**config.mk**
```make
export PLATFORM = sky130hd
export DESIGN_NAME = pid_param_loader
export DESIGN_NICKNAME = d
export VERILOG_FILES = /design/src/rtl/pid_pkg.sv /design/src/rtl/pid_frame_counter.sv /design/src/rtl/pid_param_loader.sv
export SDC_FILE = /design/constraint.sdc
export NUM_CORES = 1
export LEC_CHECK = 0
export BUFFER_PORTS_ARGS = -buffer_cell sky130_fd_sc_hd__clkbuf_2
export CORE_AREA = 5 5 65 67
export CTS_CLUSTER_SIZE = 20
export DETAILED_ROUTE_END_ITERATION = 12
export DIE_AREA = 0 0 70 72
export GPL_ROUTABILITY_DRIVEN = 1
export PLACE_DENSITY_LB_ADDON = 0.12
export SYNTH_ARGS = -nofsm -noshare
export SYNTH_HDL_FRONTEND = slang
export SYNTH_SLANG_ARGS = --single-unit
```
**constraint.sdc**
```tcl
create_clock -name clk -period 3.4 [get_ports clk]
set_input_delay 0.17 -clock clk [delete_from_list [all_inputs] [get_ports clk]]
set_output_delay 0.17 -clock clk [all_outputs]
set_load 0.01 [all_outputs]
```
**src/rtl/pid_pkg.sv**
```systemverilog
// Shared constants and FSM encoding for the PID parameter loader.
// Field map of the 32-bit SPI frame: kp | ki | kd | setpoint, MSB first.
package pid_pkg;

  localparam int FIELD_W = 8;

  localparam int KP_MSB = 31;
  localparam int KP_LSB = 24;
  localparam int KI_MSB = 23;
  localparam int KI_LSB = 16;
  localparam int KD_MSB = 15;
  localparam int KD_LSB = 8;
  localparam int SP_MSB = 7;
  localparam int SP_LSB = 0;

  typedef enum logic [1:0] {
    IDLE,
    SHIFT,
    COMMIT
  } state_t;

endpackage

```
**src/rtl/pid_frame_counter.sv**
```systemverilog
// SPI edge detection and saturating bit counter for the PID parameter loader.
// Bit events follow the upstream shifter rule: SCK falling while cs is low.
module pid_frame_counter
  import pid_pkg::*;
#(
  parameter int BITS  = 32,
  parameter int CNT_W = 6
) (
  input  logic clk,
  input  logic reset,
  input  logic cs,
  input  logic sck,
  input  logic clr_i,
  input  logic cnt_en_i,
  output logic bit_event_o,
  output logic frame_end_o,
  output logic len_ok_o
);

  localparam logic [CNT_W-1:0] CNT_MAX = CNT_W'(BITS + 1);
  localparam logic [CNT_W-1:0] CNT_LEN = CNT_W'(BITS);

  logic             sck_last_q;
  logic             cs_last_q;
  logic [CNT_W-1:0] bit_cnt_q;
  logic [CNT_W-1:0] bit_cnt_d;

  // Saturating at BITS+1 keeps an overlong frame from wrapping onto a false length match.
  always_comb begin
    bit_cnt_d = bit_cnt_q;
    if (clr_i) begin
      bit_cnt_d = '0;
    end else if (cnt_en_i && (bit_cnt_q != CNT_MAX)) begin
      bit_cnt_d = bit_cnt_q + CNT_W'(1);
    end
  end

  always_ff @(posedge clk) begin
    if (reset) begin
      sck_last_q <= 1'b0;
      cs_last_q  <= 1'b1;
      bit_cnt_q  <= '0;
    end else begin
      sck_last_q <= cs ? 1'b0 : sck;
      cs_last_q  <= cs;
      bit_cnt_q  <= bit_cnt_d;
    end
  end

  assign bit_event_o = ~sck & sck_last_q & ~cs;
  assign frame_end_o = cs & ~cs_last_q;
  assign len_ok_o    = (bit_cnt_q == CNT_LEN);

endmodule

```
**src/rtl/pid_param_loader.sv**
```systemverilog
// Loads kp/ki/kd/setpoint from a 32-bit SPI frame once the frame length checks out.
// Define LOADER_SHADOW_EN to stage frames in a shadow register released by apply.
module pid_param_loader #(
  parameter int BITS    = 32,
  parameter int FIELD_W = pid_pkg::FIELD_W
) (
  input  logic               clk,
  input  logic               reset,
  input  logic               cs,
  input  logic               sck,
  input  logic [BITS-1:0]    in_buf,
  input  logic               apply,
  output logic [FIELD_W-1:0] kp,
  output logic [FIELD_W-1:0] ki,
  output logic [FIELD_W-1:0] kd,
  output logic [FIELD_W-1:0] setpoint,
  output logic               load_pulse,
  output logic               frame_err
);

  import pid_pkg::*;

  localparam int CNT_W = $clog2(BITS + 2);

  state_t          state_q, state_d;
  logic            bit_event, frame_end, len_ok;
  logic            clr_cnt, cnt_en, commit, err_set;
  logic            load_now;
  logic [BITS-1:0] load_src;
  logic [BITS-1:0] active_q;
  logic            load_pulse_q;
  logic            frame_err_q;

  pid_frame_counter #(
    .BITS (BITS),
    .CNT_W(CNT_W)
  ) u_counter (
    .clk        (clk),
    .reset      (reset),
    .cs         (cs),
    .sck        (sck),
    .clr_i      (clr_cnt),
    .cnt_en_i   (cnt_en),
    .bit_event_o(bit_event),
    .frame_end_o(frame_end),
    .len_ok_o   (len_ok)
  );

  always_ff @(posedge clk) begin
    if (reset) state_q <= IDLE;
    else       state_q <= state_d;
  end

  // COMMIT always drops back to IDLE; a cs fall seen there is picked up from IDLE next cycle.
  always_comb begin
    state_d = state_q;
    case (state_q)
      IDLE:    if (!cs) state_d = SHIFT;
      SHIFT:   if (frame_end) state_d = len_ok ? COMMIT : IDLE;
      COMMIT:  state_d = IDLE;
      default: state_d = IDLE;
    endcase
  end

  always_comb begin
    clr_cnt = (state_q == IDLE) && !cs;
    cnt_en  = (state_q == SHIFT) && bit_event;
    commit  = (state_q == COMMIT);
    err_set = (state_q == SHIFT) && frame_end && !len_ok;
  end

`ifdef LOADER_SHADOW_EN
  logic [BITS-1:0] shadow_q;
  logic            pending_q;

  // apply releases whatever was already pending; a coinciding commit stays pending.
  assign load_now = apply && pending_q;
  assign load_src = shadow_q;

  always_ff @(posedge clk) begin
    if (reset) begin
      shadow_q  <= '0;
      pending_q <= 1'b0;
    end else begin
      if (commit) shadow_q <= in_buf;
      if (commit)        pending_q <= 1'b1;
      else if (load_now) pending_q <= 1'b0;
    end
  end
`else
  logic unused_apply;
  assign unused_apply = apply;
  assign load_now     = commit;
  assign load_src     = in_buf;
`endif

  always_ff @(posedge clk) begin
    if (reset) begin
      active_q     <= '0;
      load_pulse_q <= 1'b0;
      frame_err_q  <= 1'b0;
    end else begin
      if (load_now) active_q <= load_src;
      load_pulse_q <= load_now;
      if (err_set)     frame_err_q <= 1'b1;
      else if (commit) frame_err_q <= 1'b0;
    end
  end

  assign kp         = active_q[KP_MSB:KP_LSB];
  assign ki         = active_q[KI_MSB:KI_LSB];
  assign kd         = active_q[KD_MSB:KD_LSB];
  assign setpoint   = active_q[SP_MSB:SP_LSB];
  assign load_pulse = load_pulse_q;
  assign frame_err  = frame_err_q;

endmodule

```
==> impl_summary.txt, run 1 <==
----------------------------------------------------
[Synthesis]
  Top FF cell, synth ... sky130_fd_sc_hd__dfxtp_1
  EDFF count, synth ... 0
  Sequential fraction of the synthesis area ... 0.514
  Post-synth net total ... ~240
  Fraction of synthesized area in multiplexers ... 0.0241
  Simple-gate share of the synthesized area ... 0.263
  Fraction of synthesized cell area in xor and xnor cells ... 0
  Syn Inst Count ... between 200 and 250
  Syn avg cell area ... approximately 8.5 µm²
  Post-synthesis instance area ... around 1700 µm²
  Yosys Warn Count ... 0
  Synth async-reset ratio ... 0
  Main combinational cell family by area after synthesis ... simple AND/OR/NAND/NOR gates
  Post-Synth Adder-Cell Area ... 0.0219
  Share of the synthesized area in compound gates (AO/OA/AOI/OAI) ... 0.134
  Flip-flop and latch count after synthesis ... 44
  Distinct cell type count of the synthesized netlist ... 29

[Setup path]
  Endpoint required time on the critical path ... 3.71 ns
  Critical path launch point type ... flip-flop
  Delay contributed by the slowest stage of the critical path ... 0.48 ns
  Kind of capture point of the worst setup path ... flip-flop
  Worst path cell trace ... nand2b_1, buf_4, and2_1, o21ba_2
  Critical path start-end classification ... reg2reg
  Worst path slowest cell ... sky130_fd_sc_hd__dfxtp_1
  Crit Path Max Fanout ... 21
  Data arrival time at the worst-slack endpoint ... about 1.9 ns

[STA]
  Top achievable clock speed ... between 600 and 700 MHz
  Final setup skew ... about 0.0043 ns
  Relative slew margins ... 0.441
  Setup repair after global routing missed its margin ... false
  Setup ws final ... 1.77 ns
  Count of final setup violators ... 0
  Period minus WS final ... between 1.5 and 2 ns
  Number of max-slew violations in the final report ... 0
  Aggregate negative setup slack ... 0 ns
  Period utilisation layout ... 0.480
  Final Hold Fails ... 0
  Tightest Pin Transition ... about 0.84 ns

[Power and ir drop]
  Fraction of power consumed by the clock network ... 0.322
  Worst IR drop on VDD ... about 0.26 mV
  Part of the total power dissipated in sequential elements ... 0.628
  Sw Ratio ... 0.228
  Portion of total power attributed to combinational logic ... 0.050
  Pwr/cell area ... a little under 400 nW/µm²
  Total net switching power ... 189 µW
  Internal power ... between 600 and 700 µW
  Power consumption ... roughly 830 µW
  Cell leakage power ... 0.859 nW

[Outcome]
  Result of the run ... completed

[Place]
  Buffers added on ports ... 69
  Final GP Congestion ... between 0.7 and 0.8
  DP HPWL ... approximately 2700 µm
  DP Cell Count ... just over 300
  Post-Place Worst Slack ... roughly 1.8 ns

[Routing]
  Number of routed nets with antenna violations ... 0
  Routed wirelength normalized by instance count ... approximately 12 µm
  DR pass1 iterations ... 4
  DRC viols ... 0
  Routed vias/inst ... 4.88
  Vias ... 1,542
  Drt first-iter violations ... 100
  Wire length reported by the detailed router ... 3860 µm

[Cells and area]
  Final standard cell count with taps included and fillers excluded ... around 320
  Layout overhead on the synthesized area ... 24.6%
  Number of diodes ... 0
  Share of final-layout standard cells stronger than drive strength 1 ... 0.321
  Most common cell after layout, fill and taps aside ... sky130_fd_sc_hd__clkbuf_2
  Net count, final ... slightly above 300
  Final cell utilization of the core ... 0.597
  Top library cells by usage in the layout, fill and taps aside ... sky130_fd_sc_hd__clkbuf_2, sky130_fd_sc_hd__nand2_1, sky130_fd_sc_hd__dfxtp_1

[Clock tree]
  Inserted Clock Buffers ... 5
  Number of gates given a new drive strength after cts ... 0
  Clk sink count ... 44
  Maximum buffer depth of the clock tree ... 2
  TritonCTS clock tree ... yes
  Clock latency at the later pin of the worst-skew pair ... ~0.35 ns
  Htree depth ... 2
  Total setup buffers inserted after CTS ... 0
  Cts-stage hold buffer count ... 0
  Clock-pin transition on the worst setup and hold timing paths ... 0.13 ns
  Cell at the root of the clock tree ... sky130_fd_sc_hd__clkbuf_4

[Global route]
  Wire length of the first global-routing pass ... about 6300 µm
  Vias in the first global route ... ~1,400
  Maximum number of pins on one net before global-route repair ... between 40 and 50
  Number of antenna violations at the first check in global routing ... 0
  Remaining global-route overflow ... 0
  Total track usage ... 0.153

[Die]
  Die Footprint ... between 5000 and 6000 µm²
  Number of rows in the core area ... 22
  Core Area ... roughly 3600 µm²
  Die height ... between 70 and 80 µm
  I/O Pins ... between 70 and 80
  Horiz. Die Dim ... around 70 µm
  Initial standard-cell utilization of the core ... 0.479

[Flow run]
  Max-Cap Viols ... 0

[Hold path]
  Worst min-delay path category ... in2reg

----------------------------------------------------
[layer usage]
metal	vias to the layer above	global-route usage	wire length [µm]
li1	800	-	-
met1	678	0.185	1710
met2	57	0.257	1780
met3	7	0.0485	311
met4	0	0.0574	57
met5	-	0	0
[area by class of cell]
type                       count  area [µm²]
fill                         349        1440
sequential                    44         881
multi-input combinational    141         759
timing repair buffer          70         353
tap                           48        60.1
clock buffer                   7        55.1
inverter                       5        18.8
clock inverter                 1        7.51
[stage by stage]
stage / hold slack, ns / area (µm²)
final: 0.0145 / 2130
after global routing: 0.00867 / 2130
after CTS: 0.00656 / 2130
after detailed placement: 0.398 / 2070
after global placement: 0.394 / 2070
after floorplan: 0.269 / 1710
[sequential cells by signal, indices dropped and copies added (netlist names)]
signal / count
frame_err: 1
load_pulse: 1
u_counter.bit_cnt_q: 6
active_q: 32
state_q: 2
u_counter.sck_last_q: 1
u_counter.cs_last_q: 1
[Yosys cell counts, drive strengths merged, types with 2 or more instances]
cell type | number | area (µm²)
a21oi | 35 | 175
inv | 5 | 18.8
buf | 8 | 38.8
or3 | 5 | 32.5
nand2 | 68 | 255
nor2 | 2 | 7.51
nand4b | 2 | 17.5
nor3 | 5 | 25.0
nand4bb | 2 | 38.8
clkbuf | 4 | 15.0
mux2i | 3 | 30.0
o21ai | 2 | 10.0
dfxtp | 44 | 881
ha | 3 | 37.5
nand3 | 3 | 15.0
a211oi | 2 | 20.0
[logic make-up (layout without fill, tap and decap cells)]
kind of cell	Yosys count	after routing
mux	4	4
simple gates	93	93
fa+ha+maj	3	3
compound gates	41	41
flops	44	44
buf+inv	17	83
[power groups by stage]
stage	registers, mW	clock network, mW	logic, mW
after global placement	0.532	0	0.0415
after floorplan	0.531	0	0.0158
after detailed placement	0.532	0	0.0417
after global routing	0.521	0.297	0.0456
after CTS	0.520	0.277	0.0419
final	0.520	0.267	0.0411
[worst paths after layout]
check | endpoint | slack (ns) | from | depth (start not counted)
setup reg to reg | frame_err | 1.77 | state_q[0] | 4
hold reg to reg | active_q[2] | 0.46 | active_q[2] | 2
hold / removal | active_q[15] | 0.01 | in_buf[15] | 3
setup / recovery | frame_err | 1.77 | state_q[0] | 4
[worst max-delay path: cells and delay by family (launching register included)]
family / cells / cell delay, ns
AOI/OAI and AO/OA: 1 / 0.13
buffers and inverters: 1 / 0.34
DFF: 1 / 0.48
and+or+nand+nor: 2 / 0.64
Note: power is estimated with default switching activity, not from simulation.
==> run 2: changes to the inputs <==
- ABC_AREA: not set -> 1
- CORE_AREA: 5 5 65 67 -> 5 5 70 72
- DIE_AREA: 0 0 70 72 -> 0 0 75 77
- clock period: 3.4 -> 1.42 ns (I/O delays scaled with it)
==> impl_summary.txt, run 2 <==
----------------------------------------------------
[Outcome]
  Result of the run ... completed

[Cells and area]
  Layout overhead on the synthesized area ... 36.3%
  Flip-flop count of the largest register after layout ... 32
  Net count, final ... approximately 350
  Share of final-layout standard cells stronger than drive strength 1 ... 0.275
  Number of diodes ... 0
  Top library cells by usage in the layout, fill and taps aside ... sky130_fd_sc_hd__nor2_1, sky130_fd_sc_hd__clkbuf_2, sky130_fd_sc_hd__dfxtp_1
  Count of fill cells added during filler insertion ... slightly above 400
  Most common cell after layout, fill and taps aside ... sky130_fd_sc_hd__nor2_1
  Register with the most flip-flops ... active_q
  Registers with the highest flip-flop counts ... active_q: 32 flops, u_counter.bit_cnt_q: 6 flops, state_q: 2 flops
  Final cell utilization of the core ... 0.545

[Routing]
  Wire length reported by the detailed router ... around 4000 µm
  DRC viols ... 0
  DR pass1 iterations ... 4
  Number of routed nets with antenna violations ... 0
  Vias ... approximately 1,600
  Drt first-iter violations ... between 100 and 150
  Routed wirelength normalized by instance count ... about 11 µm
  Routed vias/inst ... 4.57

[Clock tree]
  Cell at the root of the clock tree ... sky130_fd_sc_hd__clkbuf_8
  Number of gates given a new drive strength after cts ... 0
  Clk sink count ... 44
  Inserted Clock Buffers ... 5
  Clock-pin transition on the worst setup and hold timing paths ... roughly 0.070 ns
  Cts-stage hold buffer count ... 14
  TritonCTS clock tree ... yes
  Htree depth ... 2
  Total setup buffers inserted after CTS ... 0
  Clock latency at the later pin of the worst-skew pair ... approximately 0.28 ns
  Maximum buffer depth of the clock tree ... 2

[Power and ir drop]
  Pwr/cell area ... 905 nW/µm²
  Cell leakage power ... 1.14 nW
  Worst IR drop on VDD ... just under 0.7 mV

[Die]
  Initial standard-cell utilization of the core ... 0.400
  Number of rows in the core area ... 24
  Die Footprint ... just under 6000 µm²
  Die height ... a little under 80 µm
  I/O Pins ... ~70
  Horiz. Die Dim ... about 75 µm
  Core Area ... 4230 µm²

[STA]
  Number of max-slew violations in the final report ... 0
  Period minus WS final ... 1.26 ns
  Relative slew margins ... 0.619
  Final setup skew ... approximately 0.0036 ns
  Final Hold Fails ... 0
  Aggregate negative setup slack ... 0 ns
  Period utilisation layout ... 0.889
  Tightest Pin Transition ... between 0.5 and 0.6 ns
  Setup repair after global routing missed its margin ... false
  Top achievable clock speed ... 792 MHz
  Count of final setup violators ... 0

[Global route]
  Remaining global-route overflow ... 0
  Vias in the first global route ... between 1,500 and 2,000
  Maximum number of pins on one net before global-route repair ... 35
  Wire length of the first global-routing pass ... about 6800 µm
  Number of antenna violations at the first check in global routing ... 0
  Total track usage ... 0.148

[Synthesis]
  Sequential fraction of the synthesis area ... 0.521
  Syn avg cell area ... between 7 and 8 µm²
  Post-synth net total ... between 200 and 300
  Synth async-reset ratio ... 0
  Syn Inst Count ... between 200 and 250
  Most used standard cells in the synthesized netlist ... sky130_fd_sc_hd__nor2_1, sky130_fd_sc_hd__dfxtp_1, sky130_fd_sc_hd__o21ai_0
  Yosys Warn Count ... 0
  Most common cell in the synthesized netlist ... sky130_fd_sc_hd__nor2_1
  Cell accounting for the most synthesized area ... sky130_fd_sc_hd__dfxtp_1
  Distinct cell type count of the synthesized netlist ... 19
  EDFF count, synth ... 0
  Post-synthesis instance area ... 1690 µm²
  Flip-flop and latch count after synthesis ... 44
  Top FF cell, synth ... sky130_fd_sc_hd__dfxtp_1
  Most area-consuming cells after synthesis ... sky130_fd_sc_hd__dfxtp_1, sky130_fd_sc_hd__nor2_1, sky130_fd_sc_hd__o21ai_0
  Top-area cell type share of the netlist area ... 0.521

[Setup path]
  Data arrival time at the worst-slack endpoint ... between 1 and 1.5 ns
  Delay contributed by the slowest stage of the critical path ... about 0.40 ns
  Endpoint required time on the critical path ... about 1.6 ns
  Worst path slowest cell ... sky130_fd_sc_hd__dfxtp_1
  Critical path start-end classification ... reg2reg
  Worst path cell trace ... inv_1, ha_1, nand4_1, nand2_1, o21ai_1, nor2_1
  Crit Path Max Fanout ... 6
  Kind of capture point of the worst setup path ... flip-flop
  Critical path launch point type ... flip-flop

[Place]
  Final GP Congestion ... roughly 0.84
  DP HPWL ... between 2000 and 3000 µm
  Buffers added on ports ... between 60 and 70

[Flow run]
  Max-Cap Viols ... 0

[Hold path]
  Worst min-delay path category ... in2reg

----------------------------------------------------
## run 2: worst paths after layout
kind / depth (start not counted) / endpoint / slack (ns) / from
worst max-delay path: 6 / u_counter.bit_cnt_q[1] / 0.16 / u_counter.bit_cnt_q[1]
worst min register to register: 2 / state_q[0] / 0.48 / u_counter.cs_last_q
worst max register to register: 6 / u_counter.bit_cnt_q[1] / 0.16 / u_counter.bit_cnt_q[1]
worst min-delay path: 3 / active_q[27] / 0.007 / in_buf[27]
## run 2: stage by stage
stage	hold slack, ns	worst slack [ns]	power, mW	cell area (µm²)	std cells
2_1_floorplan	0.140	0.347	1.31	1690	222
3_3_place_gp	0.287	0.167	1.37	2090	336
3_5_place_dp	0.291	0.158	1.37	2090	336
4_1_cts	0.000334	0.148	2.12	2310	357
5_1_grt	0.00706	0.0160	2.17	2310	357
6_report	0.00668	0.158	2.09	2310	357
## run 2: worst max-delay path, delay by kind of cell, from the launching register on
kind | cells | cell delay, ns
AO/OA/AOI/OAI | 1 | 0.17
adder cells (fa/ha/maj) | 1 | 0.19
buffers and inverters | 1 | 0.08
flip-flops | 1 | 0.40
AND/OR/NAND/NOR | 3 | 0.31
## run 2: cell type report
class / count / area (µm²) / share of cell area
multi-input combinational: 157 / 724 / 0.314
sequential: 44 / 881 / 0.382
timing repair buffer: 85 / 513 / 0.222
tap: 52 / 65.1 / 0.0282
clock inverter: 1 / 5.00 / 0.00217
inverter: 12 / 45.0 / 0.0195
clock buffer: 6 / 72.6 / 0.0315
## run 2: metal layers
metal | wire length [µm] | global-route usage | vias up
li1 | - | - | 862
met1 | 1860 | 0.194 | 715
met2 | 1790 | 0.223 | 49
met3 | 326 | 0.0471 | 4
met4 | 47 | 0.0534 | 0
met5 | 0 | 0 | -
## run 2: kinds of logic (layout without fill, tap and decap cells)
family,count (synthesis),count (layout),share of synthesized area
AOI/OAI and AO/OA,42,42,0.126
xor gates and xnor gates,3,3,0.0155
adders and majority gates,3,3,0.0222
buffers and inverters,21,104,0.0510
DFF,44,44,0.521
and+or+nand+nor,109,109,0.265
## run 2: report_power, final
group / internal [mW] / switching, mW
logic: 0.0748 / 0.0513
clock network: 0.334 / 0.381
registers: 1.24 / 0.00578
total: 1.65 / 0.438
==> run 3: changes to the inputs <==
- CORE_AREA: 5 5 70 72 -> 2 2 67 69
- DIE_AREA: 0 0 75 77 -> 0 0 69 71
==> impl_summary.txt, run 3 (synthesis gave the netlist of run 2 again) <==
----------------------------------------------------
[Outcome]
  Result of the run ... completed

[Power and ir drop]
  Sw Ratio ... 0.220
  Cell leakage power ... approximately 1.2 nW
  Pwr/cell area ... 898 nW/µm²
  Worst IR drop on VDD ... 0.583 mV
  Fraction of power consumed by the clock network ... 0.355
  Portion of total power attributed to combinational logic ... 0.067
  Part of the total power dissipated in sequential elements ... 0.578
  Total net switching power ... 472 µW
  Internal power ... 1.68 mW
  Power consumption ... between 2 and 2.5 mW

[Clock tree]
  Clock-pin transition on the worst setup and hold timing paths ... about 0.08 ns
  Clock latency at the later pin of the worst-skew pair ... 0.29 ns
  Cell at the root of the clock tree ... sky130_fd_sc_hd__clkbuf_8
  Inserted Clock Buffers ... 5
  Clk sink count ... between 40 and 50
  Htree depth ... 2
  Maximum buffer depth of the clock tree ... 2
  TritonCTS clock tree ... yes
  Total setup buffers inserted after CTS ... 0

[STA]
  Period utilisation layout ... 0.878
  Relative slew margins ... 0.618
  Worst slack on hold paths ... 0.00600 ns
  Period minus WS final ... roughly 1.2 ns
  Setup ws final ... between 0.15 and 0.2 ns
  Number of max-slew violations in the final report ... 0
  Final Hold Fails ... 0
  Aggregate negative setup slack ... 0 ns
  Top achievable clock speed ... roughly 800 MHz
  Final setup skew ... between 0.004 and 0.005 ns
  Tightest Pin Transition ... around 0.57 ns
  Setup repair after global routing missed its margin ... false
  Count of final setup violators ... 0

[Place]
  Final GP Congestion ... roughly 0.77
  DP HPWL ... approximately 2600 µm
  Post-Place Worst Slack ... 0.175 ns
  Buffers added on ports ... between 60 and 70

[Routing]
  DR pass1 iterations ... 4
  Routed vias/inst ... 4.53
  Number of routed nets with antenna violations ... 0
  Wire length reported by the detailed router ... between 3000 and 4000 µm
  Routed wirelength normalized by instance count ... around 11 µm
  DRC viols ... 0
  Drt first-iter violations ... just over 60
  Vias ... around 1,700

[Setup path]
  Critical path start-end classification ... reg2reg
  Critical path launch point type ... flip-flop
  Endpoint required time on the critical path ... roughly 1.6 ns
  Data arrival time at the worst-slack endpoint ... 1.43 ns
  Crit Path Max Fanout ... 34
  Kind of capture point of the worst setup path ... flip-flop

[Global route]
  Maximum number of pins on one net before global-route repair ... 35
  Number of antenna violations at the first check in global routing ... 0
  Vias in the first global route ... ~1,500
  Remaining global-route overflow ... 0
  Total track usage ... 0.170
  Wire length of the first global-routing pass ... around 6700 µm

[Cells and area]
  Count of fill cells added during filler insertion ... between 400 and 500
  Layout overhead on the synthesized area ... 41.6%
  Registers with the highest flip-flop counts ... active_q: 32 flops, u_counter.bit_cnt_q: 6 flops, state_q: 2 flops
  Share of final-layout standard cells stronger than drive strength 1 ... 0.271
  Top library cells by usage in the layout, fill and taps aside ... sky130_fd_sc_hd__nor2_1, sky130_fd_sc_hd__clkbuf_2, sky130_fd_sc_hd__dfxtp_1
  Most common cell after layout, fill and taps aside ... sky130_fd_sc_hd__nor2_1
  Flip-flop count of the largest register after layout ... 32
  Net count, final ... 353
  Flip-flop and latch area ... 881 µm²
  Number of diodes ... 0
  Register with the most flip-flops ... active_q
  Area used by multi-input combinational logic ... around 730 µm²

[Die]
  I/O Pins ... ~70
  Horiz. Die Dim ... between 60 and 70 µm
  Initial standard-cell utilization of the core ... 0.402
  Die Footprint ... 4900 µm²
  Number of rows in the core area ... 24
  Die height ... a little over 70 µm
  Core Area ... 4200 µm²

[Hold path]
  Worst min-delay path category ... in2reg

[Flow run]
  Max-Cap Viols ... 0

----------------------------------------------------
==> run 3: cell count changes in the layout (fill, tap and decap cells not counted), sizes merged <==
cell / delta
clkbuf: +1
dlygate4sd3: +8
==> run 3: worst paths after layout <==
kind	from	end	slack [ns]	depth (start not counted)
max	state_q[1]	active_q[13]	0.17	5
min reg2reg	u_counter.cs_last_q	state_q[0]	0.47	2
max reg2reg	state_q[1]	active_q[13]	0.17	5
min	in_buf[22]	active_q[22]	0.006	3
==> run 3: timing repair <==
item | 4_1_cts | 5_1_grt
hold buffers | 22 | 0
setup endpoints to repair | 0 | 1
gates resized for setup | 0 | 1
hold endpoints to repair | 23 | 0
==> run 3: power by group through the flow <==
stage | logic [mW] | clock network [mW] | registers (mW)
6_report | 0.143 | 0.764 | 1.24
3_5_place_dp | 0.0963 | 0 | 1.27
4_1_cts | 0.143 | 0.802 | 1.24
2_1_floorplan | 0.0326 | 0 | 1.27
5_1_grt | 0.157 | 0.852 | 1.25
3_3_place_gp | 0.0965 | 0 | 1.27
==> run 3: layout make-up <==
class,count,share of cell area
clock buffers,7,0.0319
inverters,12,0.0188
multi-input cells,157,0.303
well taps,52,0.0272
clock inverters,1,0.00366
flip-flops and latches,44,0.368
repair buffers,93,0.248
==> run 3: critical path: stages (launching register included) <==
cell,delay (ns)
sky130_fd_sc_hd__dfxtp_1,0.41
sky130_fd_sc_hd__inv_2,0.08
sky130_fd_sc_hd__nor2_4,0.15
sky130_fd_sc_hd__inv_2,0.25
sky130_fd_sc_hd__nor2_1,0.18
sky130_fd_sc_hd__nor2_1,0.06
==> run 3: metrics by stage <==
| step | std cells | cell area, µm² | utilization |
|---|---|---|---|
| final | 366 | 2400 | 0.570 |
| after global routing | 366 | 2400 | 0.570 |
| after CTS | 366 | 2390 | 0.569 |
| after detailed placement | 336 | 2090 | 0.497 |
| after global placement | 336 | 2090 | 0.497 |
| after floorplan | 222 | 1690 | - |
==> run 3: metal layers <==
metal | up-vias | global-route usage | share of wire
met5 | - | 0 | 0
met1 | 721 | 0.193 | 0.45
met3 | 5 | 0.0670 | 0.070
met2 | 48 | 0.288 | 0.47
li1 | 884 | - | -
met4 | 0 | 0.0654 | 0.014
